## src/rtl/tfmbs_pkg.sv

```systemverilog
// Shared control-plane definitions: result-bus geometry defaults and the drain FSM state encoding.
package tfmbs_pkg;

    localparam int unsigned DEFAULT_LANES = 15;
    localparam int unsigned DEFAULT_ACC_W = 32;

    // Index width able to address n items; never narrower than one bit
    function automatic int unsigned idx_width(input int unsigned n);
        return (n <= 1) ? 1 : $clog2(n);
    endfunction

    localparam int unsigned DEFAULT_LANE_IDX_W = idx_width(DEFAULT_LANES);

    localparam logic [1:0] DRAIN_IDLE_ENC   = 2'd0;
    localparam logic [1:0] DRAIN_STREAM_ENC = 2'd1;
    localparam logic [1:0] DRAIN_CLEAR_ENC  = 2'd2;

    typedef enum logic [1:0] {
        DRAIN_IDLE   = DRAIN_IDLE_ENC,
        DRAIN_STREAM = DRAIN_STREAM_ENC,
        DRAIN_CLEAR  = DRAIN_CLEAR_ENC
    } drain_state_e;

endpackage

```

## src/rtl/tfmbs_rise_detect.sv

```systemverilog
// Registered rising-edge detector: rise_c is high in the cycle level goes 0->1 relative to
// the previous sample.
module tfmbs_rise_detect (
    input  logic clk,
    input  logic reset,
    input  logic level,
    output logic rise_c
);

    logic level_q;

    always_ff @(posedge clk) begin
        if (reset) begin
            level_q <= 1'b0;
        end else begin
            level_q <= level;
        end
    end

    assign rise_c = level & ~level_q;

endmodule

```

## src/rtl/vector_result_drain.sv

```systemverilog
// Snapshots the vector-engine accumulator bus on frame completion and streams it one lane per
// beat. Optional accumulator-clear phase after the last beat: define RESULT_DRAIN_CLEAR_EN.
module vector_result_drain
    import tfmbs_pkg::*;
#(
    parameter int unsigned LANES      = DEFAULT_LANES,
    parameter int unsigned ACC_W      = DEFAULT_ACC_W,
    parameter int unsigned LANE_IDX_W = DEFAULT_LANE_IDX_W
) (
    input  logic                    clk,
    input  logic                    reset,
    input  logic                    frame_done,
    input  logic [LANES*ACC_W-1:0]  vector_results,
    output logic                    m_valid,
    input  logic                    m_ready,
    output logic [ACC_W-1:0]        m_data,
    output logic [LANE_IDX_W-1:0]   m_lane,
    output logic                    m_last,
    output logic                    busy,
    output logic                    overrun,
    input  logic                    clr_status
`ifdef RESULT_DRAIN_CLEAR_EN
    ,
    output logic                    acc_clear
`endif
);

    localparam logic [LANE_IDX_W-1:0] LAST_LANE = LANE_IDX_W'(LANES - 1);

    drain_state_e             state;
    drain_state_e             state_nxt;
    logic [LANES*ACC_W-1:0]   shadow;
    logic [LANES*ACC_W-1:0]   shadow_nxt;
    logic [LANE_IDX_W-1:0]    lane_nxt;
    logic [ACC_W-1:0]         data_nxt;
    logic                     overrun_nxt;
    logic                     done_rise_c;
    logic                     xfer_c;

    tfmbs_rise_detect u_done_rise (
        .clk    (clk),
        .reset  (reset),
        .level  (frame_done),
        .rise_c (done_rise_c)
    );

    assign xfer_c = m_valid & m_ready;

    // m_lane doubles as the lane counter; the outputs are registered from the next-state values
    always_comb begin
        state_nxt   = state;
        shadow_nxt  = shadow;
        lane_nxt    = m_lane;
        overrun_nxt = overrun;
        data_nxt    = '0;

        case (state)
            DRAIN_IDLE: begin
                if (done_rise_c) begin
                    shadow_nxt = vector_results;
                    lane_nxt   = '0;
                    state_nxt  = DRAIN_STREAM;
                end
            end
            DRAIN_STREAM: begin
                if (xfer_c) begin
                    if (m_last) begin
                        lane_nxt = '0;
`ifdef RESULT_DRAIN_CLEAR_EN
                        state_nxt = DRAIN_CLEAR;
`else
                        state_nxt = DRAIN_IDLE;
`endif
                    end else begin
                        lane_nxt = m_lane + LANE_IDX_W'(1);
                    end
                end
            end
            DRAIN_CLEAR: begin
                state_nxt = DRAIN_IDLE;
            end
            default: begin
                state_nxt = DRAIN_IDLE;
                lane_nxt  = '0;
            end
        endcase

        // A coincident overrun event wins over the clear request
        if (clr_status) begin
            overrun_nxt = 1'b0;
        end
        if (done_rise_c && (state != DRAIN_IDLE)) begin
            overrun_nxt = 1'b1;
        end

        if (state_nxt == DRAIN_STREAM) begin
            for (int k = 0; k < int'(LANES); k++) begin
                if (lane_nxt == LANE_IDX_W'(k)) begin
                    data_nxt = shadow_nxt[k*ACC_W +: ACC_W];
                end
            end
        end
    end

    always_ff @(posedge clk) begin
        if (reset) begin
            state   <= DRAIN_IDLE;
            shadow  <= '0;
            m_valid <= 1'b0;
            m_data  <= '0;
            m_lane  <= '0;
            m_last  <= 1'b0;
            busy    <= 1'b0;
            overrun <= 1'b0;
`ifdef RESULT_DRAIN_CLEAR_EN
            acc_clear <= 1'b0;
`endif
        end else begin
            state   <= state_nxt;
            shadow  <= shadow_nxt;
            m_valid <= (state_nxt == DRAIN_STREAM);
            m_data  <= data_nxt;
            m_lane  <= lane_nxt;
            m_last  <= (state_nxt == DRAIN_STREAM) && (lane_nxt == LAST_LANE);
            busy    <= (state_nxt != DRAIN_IDLE);
            overrun <= overrun_nxt;
`ifdef RESULT_DRAIN_CLEAR_EN
            acc_clear <= (state_nxt == DRAIN_CLEAR);
`endif
        end
    end

endmodule

```

## config.mk

```make
export PLATFORM = sky130hd
export DESIGN_NAME = vector_result_drain
export DESIGN_NICKNAME = d
export VERILOG_FILES = /design/src/rtl/tfmbs_pkg.sv /design/src/rtl/tfmbs_rise_detect.sv /design/src/rtl/vector_result_drain.sv
export SDC_FILE = /design/constraint.sdc
export NUM_CORES = 1
export LEC_CHECK = 0
export BUFFER_PORTS_ARGS = -buffer_cell sky130_fd_sc_hd__buf_2
export CAP_MARGIN = 40
export CORE_AREA = 2 2 238 240
export DETAILED_ROUTE_END_ITERATION = 6
export DIE_AREA = 0 0 240 242
export GPL_ROUTABILITY_DRIVEN = 0
export GPL_TIMING_DRIVEN = 0
export PLACE_DENSITY_LB_ADDON = 0.15
export SYNTH_ARGS = -nofsm -noshare
export SYNTH_HDL_FRONTEND = slang
export SYNTH_SLANG_ARGS = --single-unit
```

## constraint.sdc

```tcl
create_clock -name clk -period 3.58 [get_ports clk]
set_clock_uncertainty 0.15 [all_clocks]
set_input_delay 0.358 -clock clk [delete_from_list [all_inputs] [get_ports clk]]
set_output_delay 0.358 -clock clk [all_outputs]
set_load 0.01 [all_outputs]
```

==> impl_metrics.csv <==
group,metric,value,unit
clocking,clk_pin_slew,60,ps
logic_synthesis,synth_edf_count,0,
place,portBuffers,522,
clocking,cts_tree,"done",
die,io_pins,525,
finish,fin_nets,4006,
logic_synthesis,syn_avg_cell_area,8.96,um^2
die,rows,87,
power_and_ir_drop,vdd_drop_max,0.388,mV
place,dp_slack,-191,ps
sta,hold_viol,0,
die,design.die.area,58100,um^2
global_routing,grt_pass1_wl,145000,um
clocking,cts_max_path_buffers,3,
sta,min_period,3600,ps
worst_setup_path,rrSetupSlack,-20,ps
worst_setup_path,path_cells,"ha_1, nor2b_1, nand3_1, nand2_2, clkbuf_2, o2111ai_1, a31oi_1, o211ai_1, a31o_1",
sta,tightest_slew,954,ps
clocking,clock-sinks,523,
power_and_ir_drop,power_switching_share,0.258,
clocking,cts_root_buffer,"clkbuf_16",
worst_setup_path,arrival,3960,ps
clocking,worstSkewPairLatency,620,ps
worst_setup_path,cp_slowest_cell,"a31oi_1",
worst_setup_path,setup.worst_path.end_class,"register",
detailed_routing,drt-total-wl,101000,um
clocking,cts_made_buffers,56,
global_routing,grt_overflow,0,
place,hpwl,73000,um
worst_hold_path,hp-class,"in -> reg",
worst_setup_path,cp.required,3940,ps
power_and_ir_drop,clockPowerShare,0.424,
logic_synthesis,synth_cells,2451,
flow_run,max_cap_viol_count,0,
status,violations,"setup timing",
worst_setup_path,start_kind,"register",
power_and_ir_drop,p_switching,3620,uW
finish,drive_gt1_frac,0.205,
worst_setup_path,path_max_fanout,10,
sta,setup_ws,-17.4,ps
die,start_util,0.394,
detailed_routing,routedWlPerCell,23.4,um
worst_setup_path,cpPeakStageDelay,470,ps
die,dieHeight,242,um
finish,area_growth,47.7,%
finish,layout.cells.non_filler,4333,
worst_setup_path,crit_type,"reg -> reg",
logic_synthesis,synth_nets,2937,
logic_synthesis,ys_seq_area_frac,0.477,
logic_synthesis,synth_async_sr_flop_share,0,
detailed_routing,antenna_left,0,
sta,fmax,0.278,GHz
sta,drv_slew,0,
logic_synthesis,synthDistinctLibCells,61,
status,status,"finished with violations",
global_routing,grt.total_usage,0.335,
power_and_ir_drop,p_leak,0.0152,uW
power_and_ir_drop,total_power,14000,uW
global_routing,grt_start_max_net_pins,20,
logic_synthesis,ys_seq_elements,523,
detailed_routing,dr.pass1.iters,6,
die,die_w,240,um
global_routing,antenna_found_initial,11,
sta,relSlewSlack,0.364,
power_and_ir_drop,combPwrFrac,0.137,
clocking,h-tree-depth,2,
power_and_ir_drop,p_seq_frac,0.438,
detailed_routing,vias,24000,
detailed_routing,drt_iter0_drc,2000,
die,core,55700,um^2
global_routing,first_global_vias,24300,
sta,setup_viol,2,
power_and_ir_drop,power_density,433,nW/um^2
logic_synthesis,yosysWarningCount,0,
sta,period_share,1.00,
power_and_ir_drop,p_int,10400,uW
detailed_routing,vias_per_cell,5.54,
logic_synthesis,yosys_most_used_dff,"dfxtp_1",
logic_synthesis,synth_area,22000,um^2
place,place_inst,3739,
sta,whs,94.5,ps
detailed_routing,drc,0,
[worst max-delay path: cells and delay by family (launching register included)]
kind,cells,cell delay [ps]
AO/OA/AOI/OAI,4,1260
adder cells (fa/ha/maj),1,310
buffers and inverters,1,320
flip-flops,1,410
AND/OR/NAND/NOR,3,1030
[cells in the mapped netlist, types with 26 or more instances]
cell        n  area, um^2
a21o_1     32         240
a21oi_1   189         946
a31oi_1    26         163
buf_2      59         295
clkbuf_1  125         469
dfxtp_1   523       10500
mux2i_1   363        3630
nand2_1   240         901
nand3_1    69         345
nor2_1    402        1510
o21ai_0    69         345
o22ai_1    96         601
[power groups by stage]
stage	Clock, uW	Combinational, uW	Sequential, uW
2_1_floorplan	0	774	6260
3_3_place_gp	0	1430	6270
3_5_place_dp	0	1460	6280
4_1_cts	5990	1880	6150
5_1_grt	6240	2050	6170
6_report	5960	1930	6160
[cell families (layout without fill, tap and decap cells)]
kind of cell / Yosys count / count (layout) / share of synthesized area
muxes: 364 / 364 / 0.166
DFF: 523 / 523 / 0.477
and+or+nand+nor: 779 / 779 / 0.147
AOI/OAI and AO/OA: 573 / 573 / 0.169
other: 1 / 13 / 0.000171
xor gates and xnor gates: 1 / 1 / 0.000399
buffers and inverters: 209 / 1323 / 0.0403
adders and majority gates: 1 / 1 / 0.000570
[placed cells by master (no fill, tap or decap), types with 32 or more instances in the layout]
master and n:
nor2_1 400, nand3_1 69, o21ai_0 69, clkbuf_16 56, nand2_1 239, a21oi_1 189
a21o_1 32, mux2i_1 363, o22ai_1 95, dfxtp_1 523, dlygate4sd3_1 482, buf_2 580
clkbuf_1 120
[registers in the layout, summed over array words and instances (netlist names)]
| register | cells |
|---|---|
| overrun | 1 |
| state | 2 |
| m_lane | 4 |
| m_data | 32 |
| u_done_rise.level_q | 1 |
| busy | 1 |
| shadow | 480 |
| m_valid | 1 |
| m_last | 1 |
[metal layers]
| layer | routed length [um] | vias up | part of all wire | track usage |
|---|---|---|---|---|
| met5 | 31 | - | 0.00031 | 0 |
| met4 | 5720 | 4 | 0.056 | 0.170 |
| met3 | 7250 | 372 | 0.071 | 0.0610 |
| met2 | 47600 | 1310 | 0.47 | 0.562 |
| met1 | 40900 | 11500 | 0.40 | 0.410 |
| li1 | - | 10800 | - | - |
[timing repair]
action | CTS | global route
hold buffers | 482 | 0
pin swaps | 0 | 1
setup endpoints to repair | 17 | 65
gates resized for setup | 2 | 35
buffers inserted | 0 | 2
hold endpoints to repair | 482 | 0
[area by class of cell]
cell class / instances / area (um^2)
Timing Repair Buffer: 1016 / 7570
Fill cell: 4931 / 23300
Sequential cell: 523 / 10500
Multi-Input combinational cell: 1719 / 10700
Antenna cell: 12 / 30.0
Buffer: 198 / 863
Clock buffer: 82 / 1660
Inverter: 6 / 22.5
Tap cell: 756 / 946
Clock inverter: 21 / 215
[worst paths after layout]
kind,depth (start not counted),to,from
setup / recovery,9,m_data[26],m_lane[1]
hold / removal,4,overrun,frame_done
setup reg to reg,9,m_data[26],m_lane[1]
hold reg to reg,2,shadow[124],shadow[124]
[through the flow]
step	utilization	setup TNS, ps	area [um^2]
after floorplan	-	0	22000
after global placement	0.458	-2820	25500
after detailed placement	0.460	-1060	25600
after CTS	0.580	0	32300
after global routing	0.582	-4.22	32400
final	0.582	-31.4	32400
(Power assumes the default switching activity.)
